===== src/rtl/kyber_pkg.sv =====
// Shared types, FSM encoding and modular arithmetic helpers for the Baby-Kyber key generator.
// Helpers work on the widest supported coefficient (Q up to 4095) and take the modulus as an argument.
package kyber_pkg;

  localparam int CW = 12;
  typedef logic [CW-1:0] coeff_t;

  typedef enum logic [1:0] {
    TAG_T = 2'd0,
    TAG_S = 2'd1,
    TAG_A = 2'd2
  } tag_e;

  typedef enum logic [2:0] {
    ST_IDLE,
    ST_SAMPLE_A,
    ST_SAMPLE_S,
    ST_SAMPLE_E,
    ST_MULT,
    ST_ADD_E,
    ST_STREAM
  } kg_state_e;

  localparam logic [31:0] LFSR_MASK = 32'h8020_0003;

  function automatic coeff_t mod_add(input coeff_t a, input coeff_t b, input coeff_t q);
    logic [CW:0] sum;
    sum = {1'b0, a} + {1'b0, b};
    if (sum >= {1'b0, q}) sum = sum - {1'b0, q};
    return sum[CW-1:0];
  endfunction

  function automatic coeff_t mod_sub(input coeff_t a, input coeff_t b, input coeff_t q);
    logic [CW:0] dif;
    if (a >= b) dif = {1'b0, a} - {1'b0, b};
    else        dif = {1'b0, a} + {1'b0, q} - {1'b0, b};
    return dif[CW-1:0];
  endfunction

  function automatic coeff_t mod_mul_acc(input coeff_t acc, input coeff_t a, input coeff_t b,
                                         input logic neg, input coeff_t q);
    logic [2*CW-1:0] prod;
    coeff_t          red;
    prod = {{CW{1'b0}}, a} * {{CW{1'b0}}, b};
    red  = coeff_t'(prod % {{CW{1'b0}}, q});
    return neg ? mod_sub(acc, red, q) : mod_add(acc, red, q);
  endfunction

endpackage


===== src/rtl/kyber_sampler.sv =====
// Seeded 32-bit Galois LFSR feeding uniform rejection sampling (A) and centred binomial sampling (s, e).
// mode = 0 selects uniform, mode = 1 selects CBD; the LFSR advances only while en is high.
module kyber_sampler
  import kyber_pkg::*;
#(
  parameter int Q   = 17,
  parameter int ETA = 2
) (
  input  logic                 clk,
  input  logic                 rst_n,
  input  logic                 en,
  input  logic                 mode,
  input  logic                 seed_load,
  input  logic [31:0]          seed,
  output logic [$clog2(Q)-1:0] coeff,
  output logic                 accept
);

  localparam int CQ = $clog2(Q);

  logic [31:0]   lfsr_q, lfsr_d;
  logic [CQ-1:0] uni, cbd;
  int            pa, pb;

  always_comb begin
    lfsr_d = lfsr_q;
    if (seed_load)  lfsr_d = (seed == 32'h0) ? 32'h1 : seed;
    else if (en)    lfsr_d = lfsr_q[0] ? ((lfsr_q >> 1) ^ LFSR_MASK) : (lfsr_q >> 1);
  end

  // The current LFSR value is consumed this cycle; the stepped value serves the next one.
  always_comb begin
    pa = 0;
    pb = 0;
    for (int i = 0; i < ETA; i++) begin
      pa = pa + int'(lfsr_q[i]);
      pb = pb + int'(lfsr_q[ETA+i]);
    end
    uni    = lfsr_q[CQ-1:0];
    cbd    = CQ'((pa - pb + 2 * Q) % Q);
    coeff  = mode ? cbd : uni;
    accept = en & (mode | (uni < CQ'(Q)));
  end

  always_ff @(posedge clk or negedge rst_n) begin
    if (!rst_n) lfsr_q <= '0;
    else        lfsr_q <= lfsr_d;
  end

endmodule


===== src/rtl/kyber_keygen_seq.sv =====
// Sequential Baby-Kyber key generator: samples A, s, e, computes t = A*s + e in Z_Q[x]/(x^N+1), streams t then s.
// Defining KYBER_KEYGEN_STREAM_A_EN appends the K*K*N coefficients of A to the output stream.
module kyber_keygen_seq
  import kyber_pkg::*;
#(
  parameter int K   = 2,
  parameter int N   = 4,
  parameter int Q   = 17,
  parameter int ETA = 2
) (
  input  logic                    clk,
  input  logic                    rst_n,
  input  logic                    start,
  input  logic [31:0]             seed,
  output logic                    busy,
  output logic                    done,
  output logic                    out_valid,
  input  logic                    out_ready,
  output logic [1:0]              out_tag,
  output logic [$clog2(K*K)-1:0]  out_poly,
  output logic [$clog2(N)-1:0]    out_idx,
  output logic [$clog2(Q)-1:0]    out_coeff
);

  localparam int CQ  = $clog2(Q);
  localparam int PW  = $clog2(K*K);
  localparam int IW  = $clog2(N);
  localparam int KN  = K * N;
  localparam int KKN = K * K * N;
  localparam int SAW = $clog2(KN);
  localparam int AAW = $clog2(KKN);
`ifdef KYBER_KEYGEN_STREAM_A_EN
  localparam int BEATS = 2 * KN + KKN;
`else
  localparam int BEATS = 2 * KN;
`endif
  localparam int CNTW = $clog2(BEATS + KKN + 1);

  localparam logic [CNTW-1:0] KN_C     = CNTW'(KN);
  localparam logic [CNTW-1:0] KN2_C    = CNTW'(2 * KN);
  localparam logic [CNTW-1:0] KN_M1    = CNTW'(KN - 1);
  localparam logic [CNTW-1:0] KKN_M1   = CNTW'(KKN - 1);
  localparam logic [CNTW-1:0] BEATS_M1 = CNTW'(BEATS - 1);
  localparam logic [SAW-1:0]  KN_LAST  = SAW'(KN - 1);
  localparam coeff_t          Q_C      = coeff_t'(Q);

  kg_state_e       state_q, state_d;
  logic [CNTW-1:0] cnt_q, cnt_d;
  logic [SAW-1:0]  rk_q, rk_d, ci_q, ci_d;
  logic [CQ-1:0]   acc_q, acc_d;

  logic [CQ-1:0] a_q [2**AAW];
  logic [CQ-1:0] a_d [2**AAW];
  logic [CQ-1:0] s_q [2**SAW];
  logic [CQ-1:0] s_d [2**SAW];
  logic [CQ-1:0] e_q [2**SAW];
  logic [CQ-1:0] e_d [2**SAW];
  logic [CQ-1:0] t_q [2**SAW];
  logic [CQ-1:0] t_d [2**SAW];

  logic          busy_q, busy_d, done_q, done_d, out_valid_q, out_valid_d;
  logic [1:0]    out_tag_q, out_tag_d;
  logic [PW-1:0] out_poly_q, out_poly_d;
  logic [IW-1:0] out_idx_q, out_idx_d;
  logic [CQ-1:0] out_coeff_q, out_coeff_d;

  logic          samp_en, samp_mode, samp_load, samp_accept;
  logic [CQ-1:0] samp_coeff;

  assign samp_en   = (state_q == ST_SAMPLE_A) || (state_q == ST_SAMPLE_S) || (state_q == ST_SAMPLE_E);
  assign samp_mode = (state_q != ST_SAMPLE_A);
  assign samp_load = (state_q == ST_IDLE) && start;

  kyber_sampler #(.Q(Q), .ETA(ETA)) u_sampler (
    .clk       (clk),
    .rst_n     (rst_n),
    .en        (samp_en),
    .mode      (samp_mode),
    .seed_load (samp_load),
    .seed      (seed),
    .coeff     (samp_coeff),
    .accept    (samp_accept)
  );

  // MAC operand selection: output coefficient (r,k), partial product index (c,i), j = (k-i) mod N.
  logic [SAW-1:0] m_r, m_c;
  logic [IW-1:0]  m_k, m_i, m_j;
  logic           m_neg;
  logic [AAW-1:0] m_aidx;
  logic [SAW-1:0] m_sidx;
  logic [CQ-1:0]  m_base, mac_res;

  always_comb begin
    m_r     = rk_q >> IW;
    m_k     = rk_q[IW-1:0];
    m_c     = ci_q >> IW;
    m_i     = ci_q[IW-1:0];
    m_j     = m_k - m_i;
    m_neg   = (m_i > m_k);
    m_aidx  = AAW'((int'(m_r) * K + int'(m_c)) * N + int'(m_i));
    m_sidx  = SAW'(int'(m_c) * N + int'(m_j));
    m_base  = (ci_q == '0) ? '0 : acc_q;
    mac_res = CQ'(mod_mul_acc(coeff_t'(m_base), coeff_t'(a_q[m_aidx]), coeff_t'(s_q[m_sidx]),
                              m_neg, Q_C));
  end

  // Stream fetch: fields of the beat presented after the current one.
  logic [CNTW-1:0] nb, f_off;
  logic [1:0]      f_tag;
  logic [PW-1:0]   f_poly;
  logic [IW-1:0]   f_idx;
  logic [CQ-1:0]   f_coeff;

  always_comb begin
    nb      = (state_q == ST_STREAM) ? cnt_q + CNTW'(1) : '0;
    f_off   = '0;
    f_tag   = '0;
    f_poly  = '0;
    f_idx   = '0;
    f_coeff = '0;
    if (nb < KN_C) begin
      f_tag   = TAG_T;
      f_poly  = PW'(nb >> IW);
      f_idx   = nb[IW-1:0];
      f_coeff = t_q[nb[SAW-1:0]];
    end else if (nb < KN2_C) begin
      f_off   = nb - KN_C;
      f_tag   = TAG_S;
      f_poly  = PW'(f_off >> IW);
      f_idx   = f_off[IW-1:0];
      f_coeff = s_q[f_off[SAW-1:0]];
    end
`ifdef KYBER_KEYGEN_STREAM_A_EN
    else begin
      f_off   = nb - KN2_C;
      f_tag   = TAG_A;
      f_poly  = PW'(f_off >> IW);
      f_idx   = f_off[IW-1:0];
      f_coeff = a_q[f_off[AAW-1:0]];
    end
`endif
  end

  always_comb begin
    state_d     = state_q;
    cnt_d       = cnt_q;
    rk_d        = rk_q;
    ci_d        = ci_q;
    acc_d       = acc_q;
    a_d         = a_q;
    s_d         = s_q;
    e_d         = e_q;
    t_d         = t_q;
    busy_d      = busy_q;
    done_d      = 1'b0;
    out_valid_d = out_valid_q;
    out_tag_d   = out_tag_q;
    out_poly_d  = out_poly_q;
    out_idx_d   = out_idx_q;
    out_coeff_d = out_coeff_q;
    case (state_q)
      ST_IDLE: begin
        if (start) begin
          state_d = ST_SAMPLE_A;
          busy_d  = 1'b1;
          cnt_d   = '0;
        end
      end
      ST_SAMPLE_A: begin
        if (samp_accept) begin
          a_d[cnt_q[AAW-1:0]] = samp_coeff;
          if (cnt_q == KKN_M1) begin
            cnt_d   = '0;
            state_d = ST_SAMPLE_S;
          end else cnt_d = cnt_q + CNTW'(1);
        end
      end
      ST_SAMPLE_S: begin
        s_d[cnt_q[SAW-1:0]] = samp_coeff;
        if (cnt_q == KN_M1) begin
          cnt_d   = '0;
          state_d = ST_SAMPLE_E;
        end else cnt_d = cnt_q + CNTW'(1);
      end
      ST_SAMPLE_E: begin
        e_d[cnt_q[SAW-1:0]] = samp_coeff;
        if (cnt_q == KN_M1) begin
          cnt_d   = '0;
          rk_d    = '0;
          ci_d    = '0;
          state_d = ST_MULT;
        end else cnt_d = cnt_q + CNTW'(1);
      end
      ST_MULT: begin
        acc_d = mac_res;
        if (ci_q == KN_LAST) begin
          t_d[rk_q] = mac_res;
          ci_d      = '0;
          if (rk_q == KN_LAST) begin
            rk_d    = '0;
            cnt_d   = '0;
            state_d = ST_ADD_E;
          end else rk_d = rk_q + SAW'(1);
        end else ci_d = ci_q + SAW'(1);
      end
      ST_ADD_E: begin
        t_d[cnt_q[SAW-1:0]] = CQ'(mod_add(coeff_t'(t_q[cnt_q[SAW-1:0]]),
                                          coeff_t'(e_q[cnt_q[SAW-1:0]]), Q_C));
        if (cnt_q == KN_M1) begin
          cnt_d       = '0;
          state_d     = ST_STREAM;
          out_valid_d = 1'b1;
          out_tag_d   = f_tag;
          out_poly_d  = f_poly;
          out_idx_d   = f_idx;
          out_coeff_d = f_coeff;
        end else cnt_d = cnt_q + CNTW'(1);
      end
      ST_STREAM: begin
        if (out_valid_q && out_ready) begin
          if (cnt_q == BEATS_M1) begin
            cnt_d       = '0;
            state_d     = ST_IDLE;
            busy_d      = 1'b0;
            done_d      = 1'b1;
            out_valid_d = 1'b0;
            out_tag_d   = '0;
            out_poly_d  = '0;
            out_idx_d   = '0;
            out_coeff_d = '0;
          end else begin
            cnt_d       = cnt_q + CNTW'(1);
            out_tag_d   = f_tag;
            out_poly_d  = f_poly;
            out_idx_d   = f_idx;
            out_coeff_d = f_coeff;
          end
        end
      end
      default: state_d = ST_IDLE;
    endcase
  end

  always_ff @(posedge clk or negedge rst_n) begin
    if (!rst_n) begin
      state_q     <= ST_IDLE;
      cnt_q       <= '0;
      rk_q        <= '0;
      ci_q        <= '0;
      acc_q       <= '0;
      busy_q      <= 1'b0;
      done_q      <= 1'b0;
      out_valid_q <= 1'b0;
      out_tag_q   <= '0;
      out_poly_q  <= '0;
      out_idx_q   <= '0;
      out_coeff_q <= '0;
      for (int n = 0; n < 2**AAW; n++) a_q[n] <= '0;
      for (int n = 0; n < 2**SAW; n++) begin
        s_q[n] <= '0;
        e_q[n] <= '0;
        t_q[n] <= '0;
      end
    end else begin
      state_q     <= state_d;
      cnt_q       <= cnt_d;
      rk_q        <= rk_d;
      ci_q        <= ci_d;
      acc_q       <= acc_d;
      busy_q      <= busy_d;
      done_q      <= done_d;
      out_valid_q <= out_valid_d;
      out_tag_q   <= out_tag_d;
      out_poly_q  <= out_poly_d;
      out_idx_q   <= out_idx_d;
      out_coeff_q <= out_coeff_d;
      a_q         <= a_d;
      s_q         <= s_d;
      e_q         <= e_d;
      t_q         <= t_d;
    end
  end

  assign busy      = busy_q;
  assign done      = done_q;
  assign out_valid = out_valid_q;
  assign out_tag   = out_tag_q;
  assign out_poly  = out_poly_q;
  assign out_idx   = out_idx_q;
  assign out_coeff = out_coeff_q;

endmodule

===== config.mk =====
export PLATFORM = sky130hd
export DESIGN_NAME = kyber_keygen_seq
export DESIGN_NICKNAME = d
export VERILOG_FILES = /design/src/rtl/kyber_pkg.sv /design/src/rtl/kyber_sampler.sv /design/src/rtl/kyber_keygen_seq.sv
export SDC_FILE = /design/constraint.sdc
export NUM_CORES = 1
export LEC_CHECK = 0
export ABC_CLOCK_PERIOD_IN_PS = 16450
export BUFFER_PORTS_ARGS = -buffer_cell sky130_fd_sc_hd__buf_2
export CAP_MARGIN = 20
export CORE_MARGIN = 10
export CORE_UTILIZATION = 55
export DETAILED_ROUTE_END_ITERATION = 10
export PLACE_DENSITY = 0.69
export SLEW_MARGIN = 10
export SYNTH_ARGS = -nofsm -noshare
export SYNTH_HDL_FRONTEND = slang
export SYNTH_SLANG_ARGS = --single-unit

===== constraint.sdc =====
create_clock -name clk -period 16.45 [get_ports clk]
set_clock_uncertainty 0.05 [all_clocks]
set_input_delay 3.29 -clock clk [delete_from_list [all_inputs] [get_ports clk]]
set_output_delay 3.29 -clock clk [all_outputs]
set_load 0.05 [all_outputs]

==> out/results.tsv <==
stage	metric	value	unit
routing	Via density	6.329	
clock_network	number of setup buffers added after CTS	0	
floorplan	Initial Utilization	0.5567	
clock_network	Clock Tree Buf Depth	3	
setup_path	Crit path arrival time	14980	ps
job	max-cap check violation count	0	
sta	fmax	68.29	MHz
clock_network	post-cts gate resize count	0	
clock_network	hold buffer count at CTS	0	
floorplan	row count	63	
setup_path	Crit-path slowest cell	dfrtp_1	
setup_path	CP Launch Type	flip-flop	
routing	total iterations of the first detailed-routing run	6	
finish	Area growth, synth to finish	9.829	%
clock_network	CTS tree	yes	
finish	layout cells sized above 1	0.1460	
global_route	Total GRT Usage	0.2414	
routing	Final ANT Viol Nets	0	
logic_synthesis	Async SR Flop Fraction	1.000	
setup_path	WP data required	16790	ps
status	status	finished clean	
sta	RSZ-0062 raised after global routing	false	
global_route	initial antenna violation count	0	
sta	Sum Neg Setup Slack	0	ps
floorplan	Die H	193.2	µm
clock_network	H-Tree Depth	1	
sta	Slew Limit Headroom	0.2384	
setup_path	crit end category	flip-flop	
hold_path	HP Class	flip-flop to flip-flop	
clock_network	clk sinks	265	
sta	Final setup viols	0	
clock_network	CTS buffer count	31	
logic_synthesis	Post-Syn Nets	1837	
sta	fin crit share	0.8902	
logic_synthesis	EDFF count, synth	0	
place	Post-DP HPWL	31580	µm
logic_synthesis	Synth Instances	1717	
routing	DRT iter0 DRCs	1252	
clock_network	clk root buf	clkbuf_16	
setup_path	Setup CP Type	flip-flop to flip-flop	
floorplan	Die ar.	37320	µm²
logic_synthesis	Ys Warns	0	
floorplan	Core Area	29640	µm²
setup_path	Crit path largest cell delay	1040	ps
finish	Filler cells	2548	
sta	Slew Viols, Final	0	
routing	Post-route DRC	0	
logic_synthesis	post-synth top area cell	dfrtp_1	
floorplan	Die X	193.2	µm
sta	measured slew at the worst slew-check pin	1134	ps
logic_synthesis	Commonest cells post-synth	dfrtp_1 (265), nand2_1 (244), o21ai_0 (160)	
finish	n_diodes	0	
logic_synthesis	top cells by area, synth	dfrtp_1 (40%), mux4_2 (6.6%), nand2_1 (5.6%)	
logic_synthesis	Syn Area/Cell	9.609	µm²
clock_network	Clk Latency, worst-skew pair	580	ps
logic_synthesis	most frequent cell after synthesis	dfrtp_1	
routing	DR WL/cell	20.84	µm
logic_synthesis	sequential area share after synthesis	0.4019	
place	global placement routability congestion	0.9474	
place	DP Area	17050	µm²
finish	NumNets Final	1848	
setup_path	Critical Path Fanout Max	23	
routing	vias	13560	
clock_network	Reg clk slew, reported paths	60	ps
place	PortBufs	48	
routing	final WL	44660	µm
logic_synthesis	post-synth top area share	0.4019	
floorplan	I/O Pins	50	
sta	fin crit period	14640	ps
global_route	vias in the first global route	13460	
logic_synthesis	Yosys reg bits	265	
logic_synthesis	top_reg_cell synth	dfrtp_1	
sta	Hold Vio Cnt, Final	0	
global_route	first-pass GRT wire length	72710	µm
finish	post-route cell area	18120	µm²
global_route	largest net degree at the start of global routing	116	
logic_synthesis	distinct cell type count after synthesis	90	
logic_synthesis	Netlist Area Pre-Place	16500	µm²
global_route	GR Overflow Total	0	
[sequential cells by signal, summed over array words and instances (netlist names)]
| register | cells |
|---|---|
| ci_q | 3 |
| e_q | 40 |
| t_q | 40 |
| out_idx | 2 |
| out_tag | 1 |
| state_q | 3 |
| cnt_q | 6 |
| out_valid | 1 |
| out_poly | 2 |
| u_sampler.lfsr_q | 32 |
| rk_q | 3 |
| out_coeff | 5 |
| done | 1 |
| acc_q | 5 |
| busy | 1 |
| a_q | 80 |
| s_q | 40 |
[critical path, delay by kind of cell (launching register included)]
kind	cells	cell delay, ps
DFF	1	1040
adders and majority gates	8	3800
xor gates and xnor gates	3	680
AOI/OAI and AO/OA	13	4040
and+or+nand+nor	10	2710
buffers and inverters	3	300
muxes	4	1780
[path summary, 6_finish.rpt]
kind                         start       to  slack (ps)  cells after the start
max                        ci_q[1]  t_q[29]        1810                     41
min in group asynchronous    rst_n  t_q[23]        2760                      1
max in group asynchronous    rst_n  a_q[48]       12040                      2
min                        a_q[69]  a_q[69]         420                      2
min reg2reg                a_q[69]  a_q[69]         420                      2
max reg2reg                ci_q[1]  t_q[29]        1810                     41
[layout by cell type, fill, tap and decap left out, drive strengths merged, types with 29 or more instances in the layout]
cell    count
a21oi     105
a22oi      41
buf        65
clkbuf     44
dfrtp     265
ha         67
inv        60
mux2       47
mux2i      32
mux4       48
nand2     244
nor2      134
nor2b      29
o21ai     163
[kinds of logic (layout without fill, tap and decap cells)]
group,after synthesis,after routing,share of synthesized area
AOI/OAI and AO/OA,492,492,0.1958
and+or+nand+nor,563,563,0.1578
adders and majority gates,84,84,0.07144
xor gates and xnor gates,39,39,0.02116
buffers and inverters,146,182,0.03435
other,1,1,0.0002273
DFF,265,265,0.4019
muxes,127,127,0.1172
[layout make-up]
cell class              instances  area [µm²]  area share
inverters                      59       221.5     0.01222
multi-input cells            1306        9320      0.5144
well taps                     390       488.0     0.02693
clock inverters                14       147.6    0.008148
clock buffers                  44       924.6     0.05103
repair buffers                 65       385.4     0.02127
flip-flops and latches        265        6633      0.3660
[through the flow]
step                utilization  setup WS (ps)  hold slack [ps]  std cells
floorplan                     -           3512            391.8       1717
global placement         0.5747           2350            406.3       2084
detailed placement       0.5752           1876            415.6       2085
CTS                      0.6114           1842            429.3       2143
global route             0.6114          748.6            445.2       2143
finish                   0.6114           1806            423.2       2143
[routing by layer]
| metal | vias to the layer above | track usage | part of all wire |
|---|---|---|---|
| met3 | 86 | 0.03759 | 0.073 |
| met2 | 521 | 0.3869 | 0.47 |
| met5 | - | 0 | 0 |
| met1 | 6650 | 0.3329 | 0.43 |
| met4 | 0 | 0.07219 | 0.031 |
| li1 | 6306 | - | - |
Power is not shown: default switching activity piles up to over one toggle a cycle in this logic, so the estimate is an artifact.
